--- src/rtl/uart_tx_sched.sv ---
`default_nettype none
// ============================================================================
// Module   : uart_tx_sched
// Brief    : Round-robin scheduler feeding one UART transmitter from NREQ
//            byte requesters, with per-packet locking and inter-frame gap.
// Revision : 1.0 - initial release
// ============================================================================
module uart_tx_sched #(
    parameter int NREQ       = 4,
    parameter int GAP_CYCLES = 0
) (
    input  logic                    clk,
    input  logic                    rst_n,
    input  logic [NREQ-1:0]         req_valid,
    input  logic [8*NREQ-1:0]       req_data,
    input  logic [NREQ-1:0]         req_last,
    output logic [NREQ-1:0]         req_ready,
    output logic                    tx_start,
    output logic [7:0]              tx_data,
    input  logic                    tx_busy,
    output logic [$clog2(NREQ)-1:0] grant_id,
    output logic                    grant_active
);
    localparam int          c_IDW      = $clog2(NREQ);
    localparam logic [15:0] c_GAP_LOAD = (GAP_CYCLES > 0) ? 16'(GAP_CYCLES - 1) : 16'd0;

    typedef enum logic [2:0] {
        IDLE    = 3'd0,
        START   = 3'd1,
        WAIT_HI = 3'd2,
        WAIT_LO = 3'd3,
        GAP     = 3'd4,
        HOLD    = 3'd5
    } state_t;

    state_t           state_q, state_d;
    logic [7:0]       tx_data_q, tx_data_d;
    logic [c_IDW-1:0] grant_id_q, grant_id_d;
    logic [c_IDW-1:0] rr_ptr_q, rr_ptr_d;
    logic             lock_q, lock_d;
    logic [15:0]      gap_cnt_q, gap_cnt_d;

    logic             w_found;
    logic             w_fire;
    logic [c_IDW-1:0] w_sel;
    logic [c_IDW-1:0] w_sel_inc;
    logic [NREQ-1:0]  w_ready;
    logic [7:0]       w_byte;
    logic             w_last;
    state_t           w_post;

    // Arbitration: round-robin in IDLE, owner-only in HOLD; ready is forced
    // low while reset is asserted so no handshake can be seen during it.
    always_comb begin
        int idx;
        idx     = 0;
        w_found = 1'b0;
        w_sel   = '0;
        w_ready = '0;
        if (state_q == IDLE) begin
            for (int k = 0; k < NREQ; k++) begin
                idx = int'(rr_ptr_q) + k;
                if (idx >= NREQ) begin
                    idx = idx - NREQ;
                end
                if (!w_found && req_valid[c_IDW'(idx)]) begin
                    w_found = 1'b1;
                    w_sel   = c_IDW'(idx);
                end
            end
        end else if (state_q == HOLD) begin
            w_found = req_valid[grant_id_q];
            w_sel   = grant_id_q;
        end
        w_fire = w_found & rst_n;
        if (w_fire) begin
            w_ready[w_sel] = 1'b1;
        end
    end

    always_comb begin
        w_byte = '0;
        for (int i = 0; i < NREQ; i++) begin
            if (w_sel == c_IDW'(i)) begin
                w_byte = req_data[8*i +: 8];
            end
        end
        w_last    = req_last[w_sel];
        w_sel_inc = (int'(w_sel) + 1 >= NREQ) ? '0 : w_sel + 1'b1;
        w_post    = lock_q ? HOLD : IDLE;
    end

    always_comb begin
        state_d    = state_q;
        tx_data_d  = tx_data_q;
        grant_id_d = grant_id_q;
        rr_ptr_d   = rr_ptr_q;
        lock_d     = lock_q;
        gap_cnt_d  = gap_cnt_q;
        case (state_q)
            IDLE, HOLD: begin
                if (w_fire) begin
                    tx_data_d  = w_byte;
                    grant_id_d = w_sel;
                    lock_d     = ~w_last;
                    if (w_last) begin
                        rr_ptr_d = w_sel_inc;
                    end
                    state_d = START;
                end
            end
            START: state_d = WAIT_HI;
            WAIT_HI: begin
                if (tx_busy) begin
                    state_d = WAIT_LO;
                end
            end
            WAIT_LO: begin
                if (!tx_busy) begin
                    if (GAP_CYCLES == 0) begin
                        state_d = w_post;
                    end else begin
                        state_d   = GAP;
                        gap_cnt_d = c_GAP_LOAD;
                    end
                end
            end
            GAP: begin
                if (gap_cnt_q == 16'd0) begin
                    state_d = w_post;
                end else begin
                    gap_cnt_d = gap_cnt_q - 1'b1;
                end
            end
            default: state_d = IDLE;
        endcase
    end

    always_ff @(posedge clk or negedge rst_n) begin
        if (!rst_n) begin
            state_q    <= IDLE;
            tx_data_q  <= 8'h00;
            grant_id_q <= '0;
            rr_ptr_q   <= '0;
            lock_q     <= 1'b0;
            gap_cnt_q  <= 16'd0;
        end else begin
            state_q    <= state_d;
            tx_data_q  <= tx_data_d;
            grant_id_q <= grant_id_d;
            rr_ptr_q   <= rr_ptr_d;
            lock_q     <= lock_d;
            gap_cnt_q  <= gap_cnt_d;
        end
    end

    assign req_ready    = w_ready;
    assign tx_start     = (state_q == START);
    assign tx_data      = tx_data_q;
    assign grant_id     = grant_id_q;
    assign grant_active = (state_q != IDLE) | lock_q;

endmodule
`default_nettype wire

--- config.mk ---
export PLATFORM = sky130hd
export DESIGN_NAME = uart_tx_sched
export DESIGN_NICKNAME = d
export VERILOG_FILES = /design/src/rtl/uart_tx_sched.sv
export SDC_FILE = /design/constraint.sdc
export NUM_CORES = 1
export LEC_CHECK = 0
export ABC_AREA = 1
export ABC_CLOCK_PERIOD_IN_PS = 4900
export CAP_MARGIN = 20
export CORE_UTILIZATION = 25
export CTS_BUF_LIST = sky130_fd_sc_hd__clkbuf_4
export DETAILED_ROUTE_END_ITERATION = 10
export DONT_BUFFER_PORTS = 1
export HOLD_SLACK_MARGIN = 0.03
export SLEW_MARGIN = 20
export SYNTH_ARGS = -nofsm -noshare
export SYNTH_HDL_FRONTEND = slang
export SYNTH_SLANG_ARGS = --single-unit
--- constraint.sdc ---
create_clock -name clk -period 4.9 [get_ports clk]
set_input_delay 0.49 -clock clk [delete_from_list [all_inputs] [get_ports clk]]
set_output_delay 0.49 -clock clk [all_outputs]
set_load 0.01 [all_outputs]
==> results of run 1 <==
[area by class of cell]
cell class / instances / area (um2)
sequential: 32 / 800.8
clock buffer: 6 / 45.04
clock inverter: 2 / 35.03
fill: 968 / 6319
inverter: 36 / 135.1
multi-input combinational: 245 / 1349
timing repair buffer: 2 / 30.03
tap: 108 / 135.1
[through the flow]
stage | total power, uW | std cells | util
2_1_floorplan | 1047 | 320 | -
3_3_place_gp | 1175 | 421 | 0.2735
3_5_place_dp | 1196 | 421 | 0.2735
4_1_cts | 1411 | 431 | 0.2859
5_1_grt | 1539 | 431 | 0.2859
6_report | 1399 | 431 | 0.2859
[worst min-delay path by stage]
stage          slack (ns)          from           end  cells past startpoint
2_1_floorplan        0.19         rst_n  gap_cnt_q[0]                      0
3_3_place_gp         0.20         rst_n  gap_cnt_q[5]                      0
3_5_place_dp         0.20         rst_n  gap_cnt_q[5]                      0
4_1_cts              0.34  req_data[31]    tx_data[7]                      2
5_1_grt              0.37  req_data[28]    tx_data[4]                      2
6_report             0.35  req_data[31]    tx_data[7]                      2
[power breakdown]
part | switching [uW] | total, uW | leakage, uW | internal [uW]
clock | 90.9 | 203 | 0.0000456 | 112
combinational | 526 | 792 | 0.000829 | 266
sequential | 83.7 | 403 | 0.000426 | 320
total | 701 | 1400 | 0.00130 | 698
[registers in the layout, summed over array words and instances (netlist names)]
name       count
state_q        3
gap_cnt_q     16
grant_id       2
tx_data        8
lock_q         1
rr_ptr_q       2
[kinds of logic after synthesis]
logic type      after synthesis  share of synthesized area
buf+inv                      43                    0.07485
flops                        32                     0.3446
xor+xnor                     10                    0.03770
fa+ha+maj                     5                    0.02693
compound gates               56                     0.1292
simple gates                174                     0.3866
[synthesized netlist by cell type]
master,count,area [um2]
nor2_4,3,33.78
xnor2_1,3,26.28
nand2_4,7,78.83
and2_1,1,6.260
inv_1,28,105.1
a21oi_1,12,60.06
nand3b_1,3,22.52
a211oi_1,1,7.510
nand3_2,6,60.06
buf_6,1,11.26
nor4_1,2,12.51
o21ai_0,30,150.1
nor3_1,5,25.02
nand2_1,86,322.8
a21oi_2,1,8.760
clkbuf_1,4,15.01
nor2_1,17,63.81
ha_1,5,62.56
or2_2,1,6.260
buf_2,1,5.000
o21ai_2,2,17.52
a31o_2,1,8.760
nand3_1,19,95.09
nand2_2,13,81.33
o21ai_1,8,40.04
nand4_1,4,25.02
buf_4,1,7.510
dfrtp_1,32,800.8
o31ai_1,1,7.510
nor2_2,5,31.28
inv_2,7,26.28
nor3_4,1,16.27
nand3_4,1,17.52
clkinv_1,1,3.750
xor2_1,7,61.31
[metal layers]
metal  vias to the layer above  part of all wire  routed length [um]  track usage
li1                       1039                 -                   -            -
met1                       913              0.46                2514       0.1520
met2                        57              0.47                2549       0.1950
met3                         4             0.055                 296      0.02863
met4                         0             0.011                  62      0.03444
met5                         -                 0                   0            0
[worst max-delay path: stages (launching register included)]
cell,delay (ns)
dfrtp_1,0.63
inv_2,0.15
nand2_1,0.13
nand2_4,0.08
nand2_2,0.08
nand2_1,0.06
nor2_2,0.10
nand2_1,0.06
nand2_1,0.06
inv_1,0.05
nand3_2,0.05
nand2_2,0.09
inv_2,0.10
ha_1,0.33
clkinv_1,0.31
nor2_1,0.26
==> flow_metrics.py, run 1 <==
metrics = {
    "grt": {
        "grt_max_degree": 33,
        "grt_pass1_vias": 1933,
        "antenna_found_initial": 0,
        "grt_overflow_total": 0,
        "grt_pass1_wl_mm": 9.025,
        "grt_use_total": 0.1177,
    },
    "synthesis": {
        "syn-num-nets": 368,
        "yosys_register_bits": 32,
        "syn_area_per_cell_um2": 7.261,
        "synth_cell_type_count": 35,
        "syn_inst": 320,
        "syn_area_mm2": 0.002323,
        "synth-seq-area-share": 0.3446,
        "ys.warnings.count": 0,
    },
    "cts": {
        "ctsResizeCount": 0,
        "h-tree-depth": 2,
        "cts_max_path_buffers": 2,
        "cts_sinks": 32,
        "clock-root-buffer": "clkbuf_4",
        "cts_tree": "yes",
        "clk_pin_slew_ns": 0.10,
        "cts_buffers": 5,
        "post-cts-setup-buffers": 0,
        "holdBufCountCts": 2,
        "insertion_delay_ns": 0.33,
    },
    "sta": {
        "setup_viol": 0,
        "fmax_mhz": 296.6,
        "rsz0062_at_grt": "false",
        "finalClockSkew_ns": 0.006491,
        "fin_tns_setup_ns": 0,
        "relSlewSlack": 0.7035,
        "slew_viol_final": 0,
        "hold_viol": 0,
        "whs_ns": 0.3533,
        "finalCriticalPeriod_ns": 3.372,
        "fin_crit_sh": 0.6882,
        "fin_ws_ns": 1.528,
        "worstMarginPinSlew_ns": 0.4448,
    },
    "finish": {
        "syn2layout_area_growth_pct": 8.885,
        "layout.cells.most_common": "nand2_1",
        "fin_area_mm2": 0.002530,
        "drive_above_1_share": 0.1765,
        "final_cell_mix": "nand2_1 (86), dfrtp_1 (32), o21ai_0 (30)",
        "fin_nets": 370,
        "n_antenna_cell": 0,
    },
    "job": {
        "cap_violations": 0,
    },
    "die": {
        "initial_core_util": 0.2626,
        "io_pins": 59,
        "fp.dieH_um": 98.41,
        "die_x_um": 98.41,
        "coreArea_mm2": 0.008848,
        "rows": 34,
        "die-area_mm2": 0.009684,
    },
    "power_and_ir_drop": {
        "vdd.ir_drop.worst_mv": 0.2512,
        "powerDensity_mw_per_mm2": 553.0,
        "leakage_uw": 0.001300,
    },
    "drt": {
        "drc": 1,
        "vias": 2013,
        "ant_nets": 0,
        "wire_per_inst_um": 12.58,
        "drtIter0Drc": 86,
        "wl_mm": 5.422,
        "viasPerCell": 4.671,
        "dr.pass1.iters": 7,
    },
    "placement": {
        "gp_congestion": 0.8417,
        "place_ws_ns": 1.884,
        "hpwl_mm": 4.259,
        "io_buffers": 0,
        "placed_cell_area_mm2": 0.002420,
    },
    "worst_setup_path": {
        "cp-endpoint": "req_ready[1]",
        "timing.rr.start": "rr_ptr_q[0]",
        "cp.arrival_ns": 2.88,
        "startpoint": "rr_ptr_q[0]",
        "rr_worst_depth": 20,
        "end_kind": "output pin",
        "r2r_slack_ns": 1.90,
        "cp.required_ns": 4.41,
        "crit_fanout": 12,
        "start_kind": "flip-flop",
        "rr_endpoint": "tx_data[0]",
        "path_class": "reg2out",
    },
    "min_path": {
        "hold_path.class": "in2reg",
    },
    "status": {
        "violations": "design-rule violations",
        "outcome": "complete, but fails checks",
    },
}
Power figures use the tool's default switching activity.
==> run 2, diff against run 1 <==
--- a/config.mk
+++ b/config.mk
@@ -6,7 +6,7 @@
 export NUM_CORES = 1
 export LEC_CHECK = 0
 export ABC_AREA = 1
-export ABC_CLOCK_PERIOD_IN_PS = 4900
+export ABC_CLOCK_PERIOD_IN_PS = 3000
 export CAP_MARGIN = 20
 export CORE_UTILIZATION = 25
 export CTS_BUF_LIST = sky130_fd_sc_hd__clkbuf_4
==> constraint.sdc (replaced) <==
create_clock -name clk -period 3 [get_ports clk]
set_input_delay 0.3 -clock clk [delete_from_list [all_inputs] [get_ports clk]]
set_output_delay 0.3 -clock clk [all_outputs]
set_load 0.01 [all_outputs]
==> run 2 against run 1 <==
Effect of this change:
- the run still ends with design-rule violations left
- final cell count grew 1.2%
- critical endpoint unchanged
- critical path depth down 1
- sequential share of layout area shrank 0.54 points
- sequential power up 63%
- largest cell class unchanged
- first-iteration DRC count decreased by 14%
- non-clock buffer count rose by 5
- utilization increased by 0.54 points
- sequential cell count unchanged
- largest power group unchanged
- via count up 0.99%
- clock power up 64%
==> flow_metrics.py, run 2 (synthesis gave the netlist of run 1 again) <==
metrics = {
    "worst_setup_path": {
        "slowest_delay_ns": 0.49,
        "crit_fanout": 10,
        "cp_slowest_cell": "dfrtp_2",
        "start_kind": "flip-flop",
        "cp_common_cell": "nand2_1",
        "path_class": "reg2out",
        "cp.depth": 14,
        "crit_buf_inv": 4,
        "path_delay_family": "simple AND/OR/NAND/NOR gates",
        "rr_worst_depth": 19,
        "cp.required_ns": 2.70,
        "end_kind": "output pin",
        "cp.arrival_ns": 2.45,
        "path_cells": "inv_2 -> nand2_1 -> nand2_1 -> nand2_1 -> nand2_2 -> nand3_4 -> inv_1 -> nand2_1 -> nand3_2 -> nand2_2 -> inv_2 -> ha_1 -> clkinv_1 -> nor2_2",
    },
    "placement": {
        "place_ws_ns": 0.3850,
        "hpwl_mm": 4.268,
        "io_buffers": 0,
        "gp_congestion": 0.8024,
    },
    "min_path": {
        "hold_path.class": "in2reg",
        "holdPathStages": 2,
    },
    "finish": {
        "largest_reg_flops": 16,
        "drive_above_1_share": 0.2012,
        "fillCellCount": 960,
        "register_area_um2": 802.0,
        "fin_nets": 375,
        "multi_input_area_mm2": 0.001354,
        "syn2layout_area_growth_pct": 10.93,
        "layout.cells.most_common": "nand2_1",
        "n_antenna_cell": 0,
        "largest_register": "gap_cnt_q",
        "final_cell_mix": "nand2_1 (86), dfrtp_1 (31), o21ai_0 (30)",
    },
    "sta": {
        "fin_ws_ns": 0.2454,
        "setup_viol": 0,
        "worstMarginPinSlew_ns": 0.4546,
        "hold_viol": 0,
        "fin_tns_setup_ns": 0,
        "finalClockSkew_ns": 0.01000,
        "fmax_mhz": 363.0,
        "relSlewSlack": 0.6941,
        "finalCriticalPeriod_ns": 2.755,
        "slew_viol_final": 0,
        "fin_crit_sh": 0.9182,
    },
    "grt": {
        "grt_use_total": 0.1176,
        "grt_pass1_wl_mm": 9.101,
        "antenna_found_initial": 0,
        "grt_overflow_total": 0,
        "grt_pass1_vias": 1964,
        "grt_max_degree": 33,
    },
    "die": {
        "fp.dieH_um": 98.41,
        "die-area_mm2": 0.009684,
        "rows": 34,
        "die_x_um": 98.41,
        "initial_core_util": 0.2626,
        "io_pins": 59,
        "coreArea_mm2": 0.008848,
    },
    "cts": {
        "cts_sinks": 32,
        "clk_pin_slew_ns": 0.10,
        "cts_buffers": 5,
        "cts_max_path_buffers": 2,
        "clock-root-buffer": "clkbuf_4",
        "cts_tree": "yes",
        "h-tree-depth": 2,
        "insertion_delay_ns": 0.34,
    },
    "drt": {
        "viasPerCell": 4.663,
        "wl_mm": 5.420,
        "vias": 2033,
        "drtIter0Drc": 74,
        "drc": 1,
        "wire_per_inst_um": 12.43,
        "ant_nets": 0,
        "dr.pass1.iters": 9,
    },
    "power_and_ir_drop": {
        "vdd.ir_drop.worst_mv": 0.3896,
        "powerDensity_mw_per_mm2": 893.5,
        "leakage_uw": 0.001320,
    },
    "status": {
        "violations": "design-rule violations",
        "outcome": "complete, but fails checks",
    },
    "job": {
        "cap_violations": 0,
    },
}
## run 2: worst paths after layout
path	startpoint	endpoint	slack (ns)
max in group asynchronous	rst_n	rr_ptr_q[0]	2.42
setup / recovery	rr_ptr_q[0]	req_ready[1]	0.25
min in group asynchronous	rst_n	gap_cnt_q[14]	0.39
hold / removal	req_data[25]	tx_data[1]	0.16
hold reg to reg	gap_cnt_q[13]	gap_cnt_q[13]	0.47
setup reg to reg	rr_ptr_q[0]	tx_data[2]	0.43
## run 2: area by class of cell
class                   count  area share
clock buffers               6     0.01748
inverters                  36     0.05388
multi-input cells         245      0.5252
well taps                 108     0.05243
flip-flops and latches     32      0.3112
repair buffers              7     0.02621
clock inverters             2     0.01359
## run 2: power by group
part / internal [uW] / switching [uW]
clock network: 184 / 149
registers: 524 / 133
logic: 461 / 852
## run 2: layer usage
layer	global-route usage	wire length [um]
met3	0.03293	381
met2	0.1858	2430
met4	0.02411	23
met5	0	0
met1	0.1605	2586
## run 2: worst reg2reg max path: stages, from the launching register on
cell      delay (ns)
dfrtp_2         0.49
inv_2           0.14
nand2_1         0.12
nand2_1         0.07
nand2_1         0.05
nand2_2         0.12
nand3_4         0.10
inv_1           0.06
nand2_1         0.06
nand3_2         0.07
nand2_2         0.08
inv_2           0.10
ha_1            0.19
clkinv_1        0.22
nand3_1         0.14
nand2_1         0.09
o21ai_0         0.09
nand2_1         0.06
o21ai_0         0.10
o21ai_1         0.10
## run 2: what timing repair did
action | 4_1_cts | 5_1_grt
setup endpoints to repair | 0 | 4
hold buffers | 2 | 0
endpoints found under the hold margin | 32 | 0
resized for setup | 0 | 4
buffers inserted | 0 | 3
## run 2: stage by stage
stage / instances / total power [uW] / utilization / area (um2) / hold slack (ns)
2_1_floorplan: 320 / 1710 / - / 2323 / 0.004409
3_3_place_gp: 423 / 1947 / 0.2752 / 2435 / 0.005719
3_5_place_dp: 423 / 1959 / 0.2752 / 2435 / 0.005458
4_1_cts: 433 / 2316 / 0.2876 / 2545 / 0.1501
5_1_grt: 436 / 2555 / 0.2913 / 2577 / 0.1493
6_report: 436 / 2303 / 0.2913 / 2577 / 0.1603
